<file path="src/rtl/spgd_pkg.sv">
// Shared types and constants for the SPGD two-sided measurement sequencer.
package spgd_pkg;

    localparam int ADC_W_DEFAULT = 14;

    localparam logic PERT_POS = 1'b1;
    localparam logic PERT_NEG = 1'b0;

    // Indices into the down-counter bank.
    localparam int CNT_SETTLE  = 0;
    localparam int CNT_TIMEOUT = 1;
    localparam int NUM_CNT     = 2;

    typedef enum logic [2:0] {
        ST_IDLE     = 3'd0,
        ST_APPLY_P  = 3'd1,
        ST_SETTLE_P = 3'd2,
        ST_MEAS_P   = 3'd3,
        ST_APPLY_N  = 3'd4,
        ST_SETTLE_N = 3'd5,
        ST_MEAS_N   = 3'd6,
        ST_UPDATE   = 3'd7
    } state_e;

    function automatic logic is_apply(input state_e s);
        return (s == ST_APPLY_P) || (s == ST_APPLY_N);
    endfunction

    function automatic logic is_settle(input state_e s);
        return (s == ST_SETTLE_P) || (s == ST_SETTLE_N);
    endfunction

    function automatic logic is_meas(input state_e s);
        return (s == ST_MEAS_P) || (s == ST_MEAS_N);
    endfunction

endpackage

</file>
<file path="src/rtl/spgd_iteration_sequencer_if.sv">
// ADC / actuator / update-register signal bundle of the SPGD sequencer.
interface spgd_iteration_sequencer_if #(
    parameter int ADC_W = spgd_pkg::ADC_W_DEFAULT
);
    logic                    enable;
    logic                    adc_done;
    logic signed [ADC_W-1:0] adc_data;
    logic                    ADC_RST;
    logic                    pert_load;
    logic                    pert_sign;
    logic signed [ADC_W:0]   dJ;
    logic                    dJ_valid;
    logic                    busy;
    logic                    timeout_err;
    logic [15:0]             iter_count;

    modport master (
        input  enable, adc_done, adc_data,
        output ADC_RST, pert_load, pert_sign, dJ, dJ_valid, busy, timeout_err, iter_count
    );

    modport slave (
        output enable, adc_done, adc_data,
        input  ADC_RST, pert_load, pert_sign, dJ, dJ_valid, busy, timeout_err, iter_count
    );
endinterface

</file>
<file path="src/rtl/spgd_down_counter.sv">
// 16-bit loadable down counter that parks at zero and flags it.
module spgd_down_counter (
    input  logic        clk,
    input  logic        rst_n,
    input  logic        load_i,
    input  logic        dec_i,
    input  logic [15:0] load_val_i,
    output logic        zero_o
);
    logic [15:0] count_q;
    logic [15:0] count_d;

    always_comb begin
        count_d = count_q;
        if (load_i) begin
            count_d = load_val_i;
        end else if (dec_i && (count_q != 16'd0)) begin
            count_d = count_q - 16'd1;
        end
    end

    always_ff @(posedge clk or negedge rst_n) begin
        if (!rst_n) begin
            count_q <= 16'd0;
        end else begin
            count_q <= count_d;
        end
    end

    assign zero_o = (count_q == 16'd0);
endmodule

</file>
<file path="src/rtl/spgd_iteration_sequencer.sv">
// One SPGD iteration: +delta settle/measure, -delta settle/measure, then strobe dJ = J+ - J-.
module spgd_iteration_sequencer
    import spgd_pkg::*;
#(
    parameter int ADC_W          = ADC_W_DEFAULT,
    parameter int SETTLE_CYCLES  = 64,
    parameter int TIMEOUT_CYCLES = 4096
) (
    input logic                        adc_clk,
    input logic                        RST_n,
    spgd_iteration_sequencer_if.master bus
);
    state_e                  state_q;
    logic                    adc_rst_q;
    logic                    pert_sign_q;
    logic signed [ADC_W-1:0] jp_q;
    logic signed [ADC_W:0]   dj_q;
    logic signed [ADC_W:0]   dj_d;
    logic                    timeout_err_q;
    logic [15:0]             iter_count_q;

    logic [NUM_CNT-1:0] cnt_load;
    logic [NUM_CNT-1:0] cnt_dec;
    logic [NUM_CNT-1:0] cnt_zero;
    logic [15:0]        cnt_val [NUM_CNT];

    // Timeout is loaded in the ADC_RST cycle so it hits zero TIMEOUT_CYCLES-1 cycles later.
    assign cnt_val[CNT_SETTLE]   = 16'(SETTLE_CYCLES - 1);
    assign cnt_val[CNT_TIMEOUT]  = 16'(TIMEOUT_CYCLES - 2);
    assign cnt_load[CNT_SETTLE]  = is_apply(state_q);
    assign cnt_dec[CNT_SETTLE]   = is_settle(state_q);
    assign cnt_load[CNT_TIMEOUT] = adc_rst_q;
    assign cnt_dec[CNT_TIMEOUT]  = is_meas(state_q) && !adc_rst_q;

    genvar gi;
    generate
        for (gi = 0; gi < NUM_CNT; gi++) begin : g_cnt
            spgd_down_counter u_cnt (
                .clk        (adc_clk),
                .rst_n      (RST_n),
                .load_i     (cnt_load[gi]),
                .dec_i      (cnt_dec[gi]),
                .load_val_i (cnt_val[gi]),
                .zero_o     (cnt_zero[gi])
            );
        end
    endgenerate

    assign dj_d = {jp_q[ADC_W-1], jp_q} - {bus.adc_data[ADC_W-1], bus.adc_data};

    always_ff @(posedge adc_clk or negedge RST_n) begin
        if (!RST_n) begin
            state_q       <= ST_IDLE;
            adc_rst_q     <= 1'b0;
            pert_sign_q   <= PERT_POS;
            jp_q          <= '0;
            dj_q          <= '0;
            timeout_err_q <= 1'b0;
            iter_count_q  <= 16'd0;
        end else begin
            adc_rst_q <= 1'b0;
            // Dropping enable wins over everything, including a done in the same cycle.
            if ((state_q != ST_IDLE) && !bus.enable) begin
                state_q <= ST_IDLE;
            end else begin
                case (state_q)
                    ST_IDLE: begin
                        if (bus.enable) begin
                            state_q       <= ST_APPLY_P;
                            pert_sign_q   <= PERT_POS;
                            timeout_err_q <= 1'b0;
                        end
                    end
                    ST_APPLY_P: state_q <= ST_SETTLE_P;
                    ST_APPLY_N: state_q <= ST_SETTLE_N;
                    ST_SETTLE_P: begin
                        if (cnt_zero[CNT_SETTLE]) begin
                            state_q   <= ST_MEAS_P;
                            adc_rst_q <= 1'b1;
                        end
                    end
                    ST_SETTLE_N: begin
                        if (cnt_zero[CNT_SETTLE]) begin
                            state_q   <= ST_MEAS_N;
                            adc_rst_q <= 1'b1;
                        end
                    end
                    ST_MEAS_P: begin
                        if (!adc_rst_q) begin
                            if (bus.adc_done) begin
                                jp_q        <= bus.adc_data;
                                pert_sign_q <= PERT_NEG;
                                state_q     <= ST_APPLY_N;
                            end else if (cnt_zero[CNT_TIMEOUT]) begin
                                timeout_err_q <= 1'b1;
                                state_q       <= ST_IDLE;
                            end
                        end
                    end
                    ST_MEAS_N: begin
                        if (!adc_rst_q) begin
                            if (bus.adc_done) begin
                                dj_q         <= dj_d;
                                iter_count_q <= iter_count_q + 16'd1;
                                state_q      <= ST_UPDATE;
                            end else if (cnt_zero[CNT_TIMEOUT]) begin
                                timeout_err_q <= 1'b1;
                                state_q       <= ST_IDLE;
                            end
                        end
                    end
                    ST_UPDATE: begin
                        state_q     <= ST_APPLY_P;
                        pert_sign_q <= PERT_POS;
                    end
                    default: state_q <= ST_IDLE;
                endcase
            end
        end
    end

    assign bus.ADC_RST     = adc_rst_q;
    assign bus.pert_load   = is_apply(state_q);
    assign bus.pert_sign   = pert_sign_q;
    assign bus.dJ          = dj_q;
    assign bus.dJ_valid    = (state_q == ST_UPDATE);
    assign bus.busy        = (state_q != ST_IDLE);
    assign bus.timeout_err = timeout_err_q;
    assign bus.iter_count  = iter_count_q;
endmodule
</file>
<file path="src/flat_wrapper.sv">
// flat-port wrapper written by rule: the top's interface ports become plain ports
module spgd_iteration_sequencer_flat import spgd_pkg::*;
#(
    parameter int ADC_W          = ADC_W_DEFAULT,
    parameter int SETTLE_CYCLES  = 64,
    parameter int TIMEOUT_CYCLES = 4096
)
  (adc_clk, RST_n, bus_enable, bus_adc_done, bus_adc_data, bus_ADC_RST, bus_pert_load, bus_pert_sign, bus_dJ, bus_dJ_valid, bus_busy, bus_timeout_err, bus_iter_count);
  spgd_iteration_sequencer_if #(.ADC_W(ADC_W)) bus_i ();
  input logic adc_clk;
  input logic RST_n;
  input wire logic [$bits(bus_i.enable)-1:0] bus_enable;
  input wire logic [$bits(bus_i.adc_done)-1:0] bus_adc_done;
  input wire logic [$bits(bus_i.adc_data)-1:0] bus_adc_data;
  output wire logic [$bits(bus_i.ADC_RST)-1:0] bus_ADC_RST;
  output wire logic [$bits(bus_i.pert_load)-1:0] bus_pert_load;
  output wire logic [$bits(bus_i.pert_sign)-1:0] bus_pert_sign;
  output wire logic [$bits(bus_i.dJ)-1:0] bus_dJ;
  output wire logic [$bits(bus_i.dJ_valid)-1:0] bus_dJ_valid;
  output wire logic [$bits(bus_i.busy)-1:0] bus_busy;
  output wire logic [$bits(bus_i.timeout_err)-1:0] bus_timeout_err;
  output wire logic [$bits(bus_i.iter_count)-1:0] bus_iter_count;
  assign bus_i.enable = bus_enable;
  assign bus_i.adc_done = bus_adc_done;
  assign bus_i.adc_data = bus_adc_data;
  assign bus_ADC_RST = bus_i.ADC_RST;
  assign bus_pert_load = bus_i.pert_load;
  assign bus_pert_sign = bus_i.pert_sign;
  assign bus_dJ = bus_i.dJ;
  assign bus_dJ_valid = bus_i.dJ_valid;
  assign bus_busy = bus_i.busy;
  assign bus_timeout_err = bus_i.timeout_err;
  assign bus_iter_count = bus_i.iter_count;
  spgd_iteration_sequencer #(.ADC_W(ADC_W), .SETTLE_CYCLES(SETTLE_CYCLES), .TIMEOUT_CYCLES(TIMEOUT_CYCLES)) u_core (.adc_clk(adc_clk), .RST_n(RST_n), .bus(bus_i));
endmodule
</file>
<file path="config.mk">
export PLATFORM = sky130hd
export DESIGN_NAME = spgd_iteration_sequencer_flat
export DESIGN_NICKNAME = d
export VERILOG_FILES = /design/src/rtl/spgd_pkg.sv /design/src/rtl/spgd_iteration_sequencer_if.sv /design/src/rtl/spgd_down_counter.sv /design/src/rtl/spgd_iteration_sequencer.sv /design/src/flat_wrapper.sv
export SDC_FILE = /design/constraint.sdc
export NUM_CORES = 1
export LEC_CHECK = 0
export BUFFER_PORTS_ARGS = -buffer_cell sky130_fd_sc_hd__buf_2
export CORE_MARGIN = 2
export CORE_UTILIZATION = 50
export CTS_CLUSTER_SIZE = 25
export DETAILED_ROUTE_END_ITERATION = 16
export PLACE_DENSITY = 0.67
export RECOVER_POWER = 50
export SETUP_SLACK_MARGIN = 0.3
export SKIP_CTS_REPAIR_TIMING = 1
export SYNTH_ARGS = -nofsm -noshare
export SYNTH_HDL_FRONTEND = slang
export SYNTH_SLANG_ARGS = --single-unit
</file>
<file path="constraint.sdc">
create_clock -name adc_clk -period 4.1 [get_ports adc_clk]
set_input_delay 0.205 -clock adc_clk [delete_from_list [all_inputs] [get_ports adc_clk]]
set_output_delay 0.205 -clock adc_clk [all_outputs]
set_load 0.1 [all_outputs]
</file>
After elaboration in Yosys (flattened, before gate mapping)
Cells that the tools add are included.
{ "word_totals": {"register_bits": 83, "input_bits": 18} }
{ "op_classes": {"n_reduce_logical": 26, "bitwise_logic": 2, "muxes": 26, "eq_ne": 18, "add_sub_neg": 4} }
{ "op_table": {"columns": ["op", "n"], "rows": [
  ["$mux W16", 4],
  ["$logic_not A16 Y1", 2],
  ["$reduce_bool A16 Y1", 2],
  ["$sub A16 B1 Y16 const B", 2],
  ["$mux W3", 9],
  ["$pmux W3 S8", 1],
  ["$add A16 B1 Y16 const B", 1],
  ["$sub A14 B14 Y15", 1],
  ["$eq A3 B3 Y1 const B", 4],
  ["$ne A3 B3 Y1 const B", 4],
  ["$mux W1", 10],
  ["$ne A2 B2 Y1 const B", 5],
  ["$reduce_and A5 Y1", 2],
  ["$reduce_and A4 Y1", 2],
  ["$eq A3 B2 Y1 const B", 2],
  ["$reduce_and A6 Y1", 1],
  ["$reduce_bool A2 Y1", 3],
  ["$reduce_bool A3 Y1", 2],
  ["$logic_and A1 B1 Y1", 4],
  ["$reduce_or A2 Y1", 2],
  ["$eq A3 B1 Y1 const B", 1],
  ["$logic_not A3 Y1", 1],
  ["$logic_or A1 B1 Y1", 3],
  ["$ne A3 B2 Y1 const B", 1],
  ["5 further kinds", 7]
]} }

Logic depth before layout (Yosys ltp)
{ "logic_depth": {"word_depth": 6, "ltp_mapped": 9, "ltp_nobuf": 9} }

By module
From an unflattened synthesis, not the netlist that was laid out.
{ "hier_totals": {"cells_unflattened": 574, "area_unflattened_um2": 5114.9} }
{ "by_module_without_submodules": {"columns": ["module", "instances", "area_per_inst_um2", "cells_each", "seq_area_each_um2"], "rows": [
  ["spgd_iteration_sequencer", 1, 2987.9, 326, 1277.5],
  ["spgd_down_counter", 2, 1063.5, 124, 400.4]
]} }

Worst setup path before layout
OpenSTA, ideal clock, no wires.
{ "synth_timing": {"path_type": "flip-flop to flip-flop", "startpoint": "register u_core.adc_rst_q (netlist: u_core.bus.ADC_RST)", "endpoint": "register u_core.jp_q[10]", "path_stages_with_launch": 5, "arrival_ns": 2.315, "path_slack_ns": 1.660, "setup_ns": 0.125, "cell_sequence": "dfrtp_1 -> nand3b_1 -> nor3_1 -> buf_2 -> mux2_2"} }
{ "synth_via": {"elab_chain_len": 2} }
{ "synth_lines": {"columns": ["item", "line_no", "text"], "rows": [
  ["start: declaration", "spgd_iteration_sequencer.sv:14", "logic adc_rst_q;"],
  ["start signal: assignment", "spgd_iteration_sequencer.sv:54", "adc_rst_q <= 1'b0;"],
  ["start signal: assignment", "spgd_iteration_sequencer.sv:61", "adc_rst_q <= 1'b0;"],
  ["start signal: assignment", "spgd_iteration_sequencer.sv:79", "adc_rst_q <= 1'b1;"],
  ["$not A1 Y1 (no line)", null, null],
  ["$reduce_and A4 Y1 (no line)", null, null],
  ["end signal: assignment", "spgd_iteration_sequencer.sv:91", "jp_q <= bus.adc_data;"],
  ["end: declaration", "spgd_iteration_sequencer.sv:16", "logic signed [ADC_W-1:0] jp_q;"]
]} }
No other way between the ends.
A chain may end at the register's enable or synchronous reset.

Worst setup path after layout
{ "layout_timing": {"startpoint": "register u_core.adc_rst_q (netlist: u_core.bus.ADC_RST)", "endpoint": "register u_core.iter_count_q[15] (netlist: u_core.bus.iter_count[15])"} }
{ "layout_via": {"elab_chain_len": 2} }
{ "layout_lines": {"columns": ["item", "line_no", "text"], "rows": [
  ["$not A1 Y1 (no line)", null, null],
  ["$reduce_and A4 Y1 (no line)", null, null],
  ["end signal: assignment", "spgd_iteration_sequencer.sv:104", "iter_count_q <= iter_count_q + 16'd1;"],
  ["end: declaration", "spgd_iteration_sequencer.sv:20", "logic [15:0] iter_count_q;"]
]} }
No other way between the ends.

==> results.tsv <==
stage	metric	value	unit
run_status	status	complete, but fails checks	
run_status	failing checks	max-capacitance violations, max-slew violations	
critical_path	WP depth	6	
critical_path	CP Launch Type	flip-flop	
grt	met3 usage	3.23	%
sta	TNS Setup	0	ns
critical_path	Setup crit end	u_core.bus.iter_count[15]	
grt	M2 GR Usage	28.0	%
critical_path	CP peak stage delay	0.76	ns
power	PwrDens	726	mW/mm2
synth	post-synthesis sequential area ratio	45.7	%
synth	synthesized netlist cell count	472	
critical_path	WP buf/inv	0	
cells_and_area	fraction of layout cells with a size suffix above 1	15.0	%
clocking	Inserted Clock Buffers	9	
sta	Final Hold Vio Count	0	
routing	DRC Markers	0	
sta	final critical-path required period	2.75	ns
critical_path	reg2reg path depth	6	
sta	Tcrit/Tclk final	67.1	%
critical_path	critical setup path kind	flip-flop to flip-flop	
clocking	CTS Buffer Depth	2	
placed_design	routability cong.	0.809	
routing	WL/cell	13.2	um
sta	clk_skew	0.00964	ns
sta	worst rel slew slack	-32.2	%
routing	Detailed Routing Iterations Pass 1	4	
critical_path	WP data required	4.34	ns
synth	post-synthesis register bit count	83	
die	Rows	34	
clocking	H-tree Lvls	3	
sta	Worst Tran Pin Value	1.98	ns
grt	vias in the first global route	3126	
job	max cap viols	1	
die	Die Span Y	99.3	um
critical_path	CP cell instances	nand3b_1 -> or3_1 -> nor4_1 -> and3_1 -> nand4_1 -> xnor2_1	
synth	Post-synth EDFFs	0	
synth	Net Count, Synth	509	
grt	first-pass GRT wire length	14.5	mm
synth	most frequent cell after synthesis	dfrtp_1	
placed_design	HPWL Detailed	6.03	mm
clocking	Worst-path clk slew	0.08	ns
routing	DR iter-0 viols	174	
clocking	worst-skew pair later-pin latency	0.35	ns
synth	Post-synth top cells	dfrtp_1 (82), nand2_1 (55), nor2_1 (39)	
sta	RSZ-0062 raised after global routing	no	
placed_design	dpl cells	620	
critical_path	CP arrival	2.99	ns
synth	Synth cell types	55	
clocking	# clock sinks	83	
clocking	Root Buffer	clkbuf_8	
routing	Via density	5.31	
min_path	hold crit path type	input pin to flip-flop	
synth	commonest register cell after synthesis	dfrtp_1	
critical_path	Crit-path slowest cell	or3_1	
sta	f_max	0.363	GHz
power	maximum VDD drop	0.000416	V
cells_and_area	non-filler instance count after layout	636	
critical_path	r2r startpoint	u_core.bus.ADC_RST	
grt	initial antenna violation count	0	
synth	Async SR Flop Fraction	100	%
synth	Synth Warn #	0	
critical_path	Reg2Reg Setup Slack	1.35	ns
critical_path	Worst Path Max Fanout	29	
synth	top post-synthesis cells by area	dfrtp_1 (45%), xnor2_1 (7.3%), ha_1 (5.0%), nand2_1 (4.5%), mux2_2 (3.2%)	
die	core area	0.00876	mm2
synth	Yosys top cell by area	dfrtp_1	
cells_and_area	Diodes inserted	0	
cells_and_area	nets@finish	560	
die	I/O pin cnt	55	
power	Pleak	2.34	nW
synth	mapped cell area	0.00454	mm2
critical_path	CP Launch Point	u_core.bus.ADC_RST	
synth	synthesized area per cell	9.63	um2
grt	grt ovf	0	
routing	via count	3375	
clocking	CTS tree	built	
critical_path	Reg2Reg Capture Point	u_core.bus.iter_count[15]	
die	chip width	99.3	um
sta	Setup-failing EPs final	0	
cells_and_area	Area Overhead vs Synth	11.8	%
grt	Tot GR Track Use	18.0	%
routing	routed wire length	8.42	mm
grt	largest net degree at the start of global routing	84	
sta	Max Slew Vio Count	84	
placed_design	Port Buffers	54	
die	initial core utilization	51.9	%
synth	top-area cell type share of the netlist area	45.2	%
grt	GRT met1 Usage	25.7	%
die	die area	0.00987	mm2
critical_path	element type at the critical path end	flip-flop	
critical_path	Crit path max-delay family	simple AND/OR/NAND/NOR gates	
grt	busiest grt layer	met2	
routing	antenna-violating nets left	0	
==> cell families after synthesis <==
| family | Yosys count | share of synthesized area (%) |
|---|---|---|
| xor+xnor | 53 | 10.2 |
| mux | 15 | 3.66 |
| buf+inv | 46 | 4.05 |
| compound gates | 73 | 10.7 |
| fa+ha+maj | 19 | 5.40 |
| simple gates | 183 | 20.2 |
| flops | 83 | 45.7 |
==> final cells by class <==
| type | count | area [um2] |
|---|---|---|
| Clock inverter | 3 | 46.3 |
| Inverter | 30 | 113 |
| Clock buffer | 13 | 159 |
| Multi-Input combinational cell | 343 | 2290 |
| Timing Repair Buffer | 56 | 263 |
| Sequential cell | 83 | 2080 |
| Tap cell | 108 | 135 |
| Fill cell | 797 | 3680 |
==> registers in the layout, indices dropped and copies added, names as in the netlist <==
register                    count
u_core.bus.pert_sign            1
u_core.bus.iter_count          16
u_core.bus.timeout_err          1
u_core.bus.ADC_RST              1
u_core.g_cnt.u_cnt.count_q     32
u_core.bus.dJ                  15
u_core.jp_q                    14
u_core.state_q                  3
==> worst min-delay path: cells and delay by family <==
family	cells	cell delay [ns]
AO/OA/AOI/OAI	1	0.06
AND/OR/NAND/NOR	1	0.04
buffers and inverters	1	0.09
==> routing by layer <==
layer	routed length [um]	vias to the layer above	part of all wire, %
met5	0	-	0
met4	121	0	1.4
met3	272	11	3.2
met2	3820	46	45
met1	4200	1596	50
li1	-	1722	-
==> worst min path at each step <==
stage | from | endpoint | slack, ns | depth (start not counted)
6_report | bus_adc_data[0] | u_core.jp_q[0] | 0.09 | 3
3_5_place_dp | RST_n | u_core.bus.iter_count[10] | 0.45 | 1
2_1_floorplan | RST_n | u_core.bus.ADC_RST | -0.09 | 0
3_3_place_gp | bus_adc_data[0] | u_core.jp_q[0] | 0.44 | 3
4_1_cts | RST_n | u_core.bus.iter_count[10] | 0.07 | 1
5_1_grt | bus_adc_data[9] | u_core.jp_q[9] | 0.09 | 2
==> where the power goes <==
part	total, mW	leakage [nW]	switching (mW)	internal (mW)
logic	1.84	1.18	1.30	0.534
clock network	0.600	0.0998	0.284	0.317
registers	1.25	1.06	0.196	1.06
total	3.69	2.34	1.78	1.91
==> layout by cell type, fill, tap and decap left out, types with 2 or more instances in the layout <==
master	synthesis	layout
xor2_1	15	15
xnor2_1	38	38
nand3_1	13	13
ha_1	18	18
and2_1	3	3
nor3_1	17	16
nand3b_1	4	4
nand2_1	55	55
nand2b_1	11	11
o31ai_1	3	3
buf_2	3	35
clkbuf_8	0	11
nor2b_1	4	4
dfrtp_1	82	82
or3_1	6	6
o21ai_0	22	22
o211ai_1	4	4
or4_1	2	2
o31a_1	3	3
a31oi_1	3	3
mux2i_1	2	2
and3_1	5	5
buf_4	0	2
a31o_2	3	3
o2111ai_1	2	2
a21o_1	4	4
nor4_1	6	6
nor3b_1	4	4
mux2_2	13	13
nand4_1	6	6
a21oi_1	14	14
or4_4	2	2
o21a_1	3	3
nor2_1	39	39
clkbuf_1	12	20
inv_1	30	30
==> through the flow <==
stage / instance area (um2) / utilization, % / total power, mW / hold slack (ns) / setup WS (ns)
4_1_cts: 5110 / 58.3 / 3.74 / 0.0713 / 1.31
3_3_place_gp: 4900 / 55.9 / 3.10 / 0.439 / 1.39
6_report: 5080 / 58.0 / 3.69 / 0.0864 / 1.35
3_5_place_dp: 4900 / 55.9 / 3.13 / 0.447 / 1.33
2_1_floorplan: 4540 / - / 2.79 / -0.0906 / 1.66
5_1_grt: 5080 / 58.0 / 3.95 / 0.0877 / 1.08
No activity file was read; power rests on OpenSTA's default activity.
